==> config.mk <==
export PLATFORM = sky130hd
export DESIGN_NAME = branch_predictor
export DESIGN_NICKNAME = d
export VERILOG_FILES = /design/src/rtl/branch_predictor.sv
export SDC_FILE = /design/constraint.sdc
export NUM_CORES = 1
export LEC_CHECK = 0
export BUFFER_PORTS_ARGS = -buffer_cell sky130_fd_sc_hd__buf_2
export CAP_MARGIN = 20
export CORE_UTILIZATION = 40
export CTS_CLUSTER_SIZE = 10
export DETAILED_ROUTE_END_ITERATION = 12
export HOLD_SLACK_MARGIN = 0.06
export PLACE_DENSITY = 0.56
export SYNTH_ARGS = -nofsm -noshare
export SYNTH_HDL_FRONTEND = slang
export SYNTH_SLANG_ARGS = --single-unit
==> constraint.sdc <==
create_clock -name clk -period 3.45 [get_ports clk]
set_clock_uncertainty 0.05 [all_clocks]
set_input_delay 0.345 -clock clk [delete_from_list [all_inputs] [get_ports clk]]
set_output_delay 0.345 -clock clk [all_outputs]
set_load 0.02 [all_outputs]
==> src/rtl/branch_predictor.sv <==
// Bimodal branch predictor: 2-bit saturating counter BHT plus a direct-mapped BTB.
// Lookups return a registered prediction one cycle later; execute trains both tables.
module branch_predictor #(
  parameter int unsigned BHT_IDX_BITS = 6,
  parameter int unsigned BTB_IDX_BITS = 4
) (
  input  logic        clk,
  input  logic        rst_n,
  input  logic        lkp_valid,
  input  logic        lkp_stall,
  input  logic [31:0] lkp_pc,
  input  logic        flush,
  output logic        pred_valid,
  output logic        pred_taken,
  output logic [31:0] pred_target,
  input  logic        upd_valid,
  input  logic [31:0] upd_pc,
  input  logic        upd_taken,
  input  logic [31:0] upd_target
);

  localparam int BhtEntries = 1 << BHT_IDX_BITS;
  localparam int BtbEntries = 1 << BTB_IDX_BITS;
  localparam int TagBits    = 30 - BTB_IDX_BITS;

  logic [1:0]         bht_q       [BhtEntries];
  logic               btb_valid_q [BtbEntries];
  logic [TagBits-1:0] btb_tag_q   [BtbEntries];
  logic [31:0]        btb_tgt_q   [BtbEntries];

  logic [BHT_IDX_BITS-1:0] lkp_bht_idx, upd_bht_idx;
  logic [BTB_IDX_BITS-1:0] lkp_btb_idx, upd_btb_idx;
  logic [TagBits-1:0]      lkp_tag, upd_tag;
  logic                    btb_hit, taken_c, capture;
  logic [31:0]             target_c, seq_pc;
  logic                    unused_pc_bits;

  assign lkp_bht_idx = lkp_pc[BHT_IDX_BITS+1:2];
  assign upd_bht_idx = upd_pc[BHT_IDX_BITS+1:2];
  assign lkp_btb_idx = lkp_pc[BTB_IDX_BITS+1:2];
  assign upd_btb_idx = upd_pc[BTB_IDX_BITS+1:2];
  assign lkp_tag     = lkp_pc[31:BTB_IDX_BITS+2];
  assign upd_tag     = upd_pc[31:BTB_IDX_BITS+2];
  assign unused_pc_bits = ^{lkp_pc[1:0], upd_pc[1:0]};

  // Fall-through ignores pc[1:0]; the +1 on the word address wraps naturally.
  assign seq_pc  = {lkp_pc[31:2] + 30'd1, 2'b00};
  assign capture = lkp_valid && (!lkp_stall || flush);

  always_comb begin
    btb_hit  = btb_valid_q[lkp_btb_idx] && (btb_tag_q[lkp_btb_idx] == lkp_tag);
    taken_c  = bht_q[lkp_bht_idx][1] && btb_hit;
    target_c = taken_c ? btb_tgt_q[lkp_btb_idx] : seq_pc;
  end

  always_ff @(posedge clk or negedge rst_n) begin
    if (!rst_n) begin
      pred_valid  <= 1'b0;
      pred_taken  <= 1'b0;
      pred_target <= 32'h0;
    end else if (capture) begin
      pred_valid  <= 1'b1;
      pred_taken  <= taken_c;
      pred_target <= target_c;
    end else if (flush || !lkp_stall) begin
      pred_valid  <= 1'b0;
    end
  end

  // Reads above see pre-edge state, so same-edge lookup/update is read-before-write.
  always_ff @(posedge clk or negedge rst_n) begin
    if (!rst_n) begin
      for (int i = 0; i < BhtEntries; i++) bht_q[i] <= 2'b01;
      for (int i = 0; i < BtbEntries; i++) btb_valid_q[i] <= 1'b0;
    end else if (upd_valid) begin
      if (upd_taken) begin
        if (bht_q[upd_bht_idx] != 2'b11) bht_q[upd_bht_idx] <= bht_q[upd_bht_idx] + 2'b01;
        btb_valid_q[upd_btb_idx] <= 1'b1;
      end else if (bht_q[upd_bht_idx] != 2'b00) begin
        bht_q[upd_bht_idx] <= bht_q[upd_bht_idx] - 2'b01;
      end
    end
  end

  always_ff @(posedge clk) begin
    if (upd_valid && upd_taken) begin
      btb_tag_q[upd_btb_idx] <= upd_tag;
      btb_tgt_q[upd_btb_idx] <= upd_target;
    end
  end

endmodule

### Yosys cells after proc, flatten, opt, wreduce, memory -nomap -nowiden

Memories as Yosys holds them, arrays and structs flattened.
Cells that the tools add are included.

* $add $sub $neg: 3
* multiply operators: 0
* divide/modulo/power cells: 0
* $lt $le $gt $ge: 6
* equality and inequality tests: 3
* shifts and indexed selects: 0
* mux-type cells: 23
* bitwise gates (word level): 5
* reductions and logical operators: 13

Operator list (count)
* $mux 128: 3
* $bwmux 128: 2
* $mux 32: 1
* $add 30x1->30 const B: 1
* $eq 26x26->1: 1
* $bmux 2 s6: 2
* $or 16x16->16: 1
* $ge 7x7->1 const B: 2
* $not 6->7: 2
* $demux 2 s6: 1
* $ge 5x5->1 const B: 2
* $mux 2: 5
* $not 4->5: 2
* $lt 7x1->1 const B: 1
* $mux 1: 7
* $logic_and 1x1->1: 6
* $reduce_bool 2->1: 3
* $lt 5x1->1 const B: 1
* $bmux 1 s4: 1
* $demux 1 s4: 1
* $reduce_and 3->1: 1
* $add 2x1->2 const B: 1
* $ne 2x1->1 const B: 1
* $ne 2x2->1 const B: 1
* 4 further kinds: 4

* bits in registers: 178
* latch bits: 0
* bits in writable memories: 928
* bits in read-only memories: 0
* input port bits: 103
* output and inout port bits: 34
* logic and storage cells: 138
* memories: 2

Memories
* btb_tgt_q: depth 16, bits a word 32, read ports 1, clocked after memory_dff 0, wr ports 1, line 29 `logic [31:0] btb_tgt_q [BtbEntries];`
* btb_tag_q: depth 16, bits a word 26, read ports 1, clocked after memory_dff 0, wr ports 1, line 28 `logic [TagBits-1:0] btb_tag_q [BtbEntries];`

### Depth between registers and ports, before layout

* word-level depth: 8
* mapped depth: 16
* depth with buffers taken out: 14

### Worst setup path before layout

OpenSTA, ideal clock, no wires.

* kind: input-to-reg
* from: in upd_pc[3]
* to: mem btb_tag_q[10][0] (netlist bit) (enable)
* library setup time: 0.475 ns
* arrival time: 4.057 ns
* data required time: 2.925 ns
* setup slack: -1.132 ns
* stages on the path: 5
* buffers on the path: 3
* cells stage by stage: buf_1 -> clkbuf_1 -> or3b_2 -> clkbuf_1 -> nor2_1

RTL lines
* start: declaration: line 17 `input logic [31:0] upd_pc,`
* end: declaration: line 28

Straight into the memory's write port.

### Worst setup path after layout

* from: reg bht_q[33] (netlist bit)
* to: reg bht_q[29] (netlist bit)

* longest elaborated chain between the ends: 7
* elaborated cells between the ends (all ways): 15
* classes of those cells: add/sub (2); eq/ne (2); mux (8); reduce/logical (3)

Ends and longest elaborated chain
* start: declaration: line 26 `logic [1:0] bht_q [BhtEntries];`
* start signal: indexed assignment: line 80 `bht_q[upd_bht_idx] <= bht_q[upd_bht_idx] - 2'b01;`
* $bmux 2 s6 (*): line 77, 79, 80
* $mux 2 (implied by the code) (*) (2 in series): line 77, 79, 80
* $sub 2x1->2 or $add 2x1->2 (tied branches): line 80, 77
* $bwmux 128, on equally long branches: line 80, 77
* $mux 128, on equally long branches: line 79, 77
* $mux 128: line 76 `if (upd_taken) begin`

Every way passes the cells marked *; elsewhere a longest branch is shown, timed or not. The select of a mux whose other input is x is not followed.
A chain may end at the register's enable or synchronous reset.

==> flow_metrics.env <==
export IMPL_violations="negative setup slack"
export IMPL_cap_violations=0
export IMPL_post_synth_top_count_cell="edfxtp_1"
export IMPL_cts_tree="yes"
export IMPL_clk_latency_ps=740
export IMPL_synth_edf_count=928
export IMPL_powerDensity_nw_per_um2=547
export IMPL_tns_ps=-3890
export IMPL_die_y_um=340
export IMPL_yosysWarnings=0
export IMPL_hold_viol=0
export IMPL_setup_worst_path_start_class="flop"
export IMPL_cts_buffer_depth=3
export IMPL_synth_cells=2437
export IMPL_core_um2=113000
export IMPL_globalRouteOverflowTotal=0
export IMPL_dominantRegCellSynth="edfxtp_1"
export IMPL_globalplace_congestion=0.922
export IMPL_grtUsageTotal_pct=23.1
export IMPL_hold_class="input pin to flop"
export IMPL_ys_ff_latch=1106
export IMPL_synth_common_cells="edfxtp_1 (928), mux4_2 (283), nor2_1 (180)"
export IMPL_max_clock_freq_ghz=0.278
export IMPL_dr_first_iter_drc_count=2617
export IMPL_crit_fanout=8
export IMPL_vias_per_cell=5.72
export IMPL_initial_core_util_pct=40.5
export IMPL_setup_viol=58
export IMPL_arrival_ps=4160
export IMPL_critical_path_class="flop to flop"
export IMPL_period_share_pct=104
export IMPL_ant_nets=0
export IMPL_rsz0062_at_grt="yes"
export IMPL_cts_root_buf="clkbuf_16"
export IMPL_power_uw=31300
export IMPL_wl_um=133000
export IMPL_ys_types=70
export IMPL_r2r_cells=11
export IMPL_die_area_um2=116000
export IMPL_min_path_cells=4
export IMPL_avgSynthCellArea_um2=18.8
export IMPL_hpwlAfterDp_um=82300
export IMPL_crit_required_ps=4020
export IMPL_tightest_slew_ps=957
export IMPL_syn_num_nets=2543
export IMPL_drive_gt1_share_pct=42.9
export IMPL_cts_num_sinks=1106
export IMPL_status="finished with violations"
export IMPL_rows=123
export IMPL_synthArstFlopShare_pct=16.1
export IMPL_netlist_area_leader_share_pct=61.0
export IMPL_setup_slack_ps=-145
export IMPL_drc_errors=0
export IMPL_syn_cell_area_um2=45700
export IMPL_cp_end_kind="flop"
export IMPL_fin_nets=3103
export IMPL_grt_max_degree=73
export IMPL_ios=137
export IMPL_synth_area_top_cells="edfxtp_1 (61%), mux4_2 (14%), dfrtp_1 (6.2%)"
export IMPL_finalCriticalPeriod_ps=3590
export IMPL_first_pass_iters=5
export IMPL_grt_pass1_wl_um=191000
export IMPL_die_w_um=340
export IMPL_syn2layout_area_growth_pct=25.0
export IMPL_vias=26200
export IMPL_synth_top_area_cell="edfxtp_1"
export IMPL_wl_per_cell_um=29.1
export IMPL_antenna_found_initial=12
export IMPL_pre_cts_ws_ps=-686
export IMPL_ir_drop_uv=462
export IMPL_relSlewSlack_pct=36.0
export IMPL_yosysSeqAreaShare_pct=70.9
export IMPL_final_max_slew_viol_count=0
export IMPL_grt_pass1_vias=27200
export IMPL_clkSlewWorstSetupHoldPaths_ps=60
export IMPL_p_leak_uw=0.0196
export IMPL_cts_max_level=4
export IMPL_cts_buffers_inserted=132
export IMPL_io_buffers=132
-- critical path, cell delays in order, from the launching register on --
cell and delay (ps):
dfrtp_1 390, mux4_2 480, mux4_2 530, mux4_2 530, ha_4 190, mux2i_4 170, nand2_2 90, nor2_4 150
buf_6 130, nand3_4 180, or2_4 310, mux2_2 270
-- metrics by stage --
stage	util [%]	cell area [um2]	cells	hold slack (ps)
global placement	45.4	51200	4287	396
detailed placement	45.4	51200	4287	368
floorplan	-	46000	2437	-0.591
global route	50.6	57100	4577	128
CTS	49.7	56100	4568	93.3
finish	50.7	57100	4581	129
-- cell usage in the layout (no fill, tap or decap), types with 7 or more instances in the layout --
cell type,Yosys,final
nor3_1,13,11
a21oi_2,0,24
xor2_1,12,12
o21ai_0,22,14
dlygate4sd3_1,0,63
buf_6,12,43
a31oi_1,27,25
nor2_4,0,77
dfstp_2,64,64
o31ai_2,0,9
a21oi_1,62,38
nor4_1,16,15
nor2_2,0,23
inv_1,17,14
buf_2,33,128
clkbuf_16,0,137
a22oi_1,29,29
nand3_1,26,22
nor2_1,180,80
a221o_1,10,10
buf_4,11,277
nand3b_1,14,14
mux2i_1,85,83
nor2b_1,9,9
mux2_2,99,61
mux4_2,283,283
nand4_1,31,31
or2_2,22,18
o31ai_4,0,10
xnor2_1,32,30
clkbuf_1,74,56
dfrtp_1,114,114
o22ai_1,16,16
buf_12,0,54
and2_1,7,7
nand2_1,53,46
mux2_4,0,38
edfxtp_1,928,928
-- power by group --
| group | internal, uW | total, uW | switching [uW] |
|---|---|---|---|
| clock | 7380 | 12700 | 5340 |
| sequential | 15000 | 15300 | 276 |
| combinational | 1500 | 3210 | 1710 |
-- layer usage --
layer  share of wire (%)  wire length [um]  global-route usage, %  vias to the layer above
met1                  42             56200                   32.0                    13900
met5               0.083               111                      0                        -
met2                  48             64000                   36.6                      955
li1                    -                 -                      -                    11100
met3                 7.2              9620                   5.21                      221
met4                 2.5              3360                   6.71                       18
-- registers in the layout, indices dropped and copies added (netlist names), named ones only --
signal	count
pred_target	32
btb_tag_q	416
bht_q	64
pred_valid	1
btb_valid_q	16
btb_tgt_q	512
pred_taken	1
-- cell families after synthesis --
kind of cell,Yosys count,share of synthesized area (%)
XOR/XNOR,44,0.843
flip-flops,1106,70.9
adder cells (fa/ha/maj),3,0.0822
AO/OA/AOI/OAI,240,3.57
buffers and inverters,164,1.72
multiplexers,472,18.5
AND/OR/NAND/NOR,408,4.34
-- final cells by class --
cell class / instances / area, um2
repair buffers: 571 / 5040
flip-flops and latches: 1106 / 32400
diodes: 4 / 10.0
clock inverters: 20 / 293
fillers: 9112 / 55700
inverters: 18 / 71.3
clock buffers: 194 / 3630
well taps: 1500 / 1880
multi-input cells: 1168 / 13800
-- what timing repair did --
item,in CTS,in global routing
gates cloned,0,4
setup endpoints to repair,119,152
resized for setup,71,236
pin swaps,11,30
hold buffers,63,0
endpoints found under the hold margin,966,0
buffers inserted,5,5
-- worst paths after layout --
| check | startpoint | slack [ps] | to |
|---|---|---|---|
| max | bht_q[33]$_DFFE_PN0P_ | -140 | bht_q[29]$_DFFE_PN0P_ |
| min | lkp_valid | 130 | pred_taken$_DFFE_PN0P_ |
| max reg2reg | bht_q[33]$_DFFE_PN0P_ | -140 | bht_q[29]$_DFFE_PN0P_ |
| min reg2reg | btb_valid_q[2]$_DFFE_PN0P_ | 410 | btb_valid_q[2]$_DFFE_PN0P_ |
| max in group asynchronous | rst_n | 2190 | asynchronous set/reset pin |
| min in group asynchronous | rst_n | 150 | bht_q[49]$_DFFE_PN0P_ |
(Power assumes the default switching activity.)
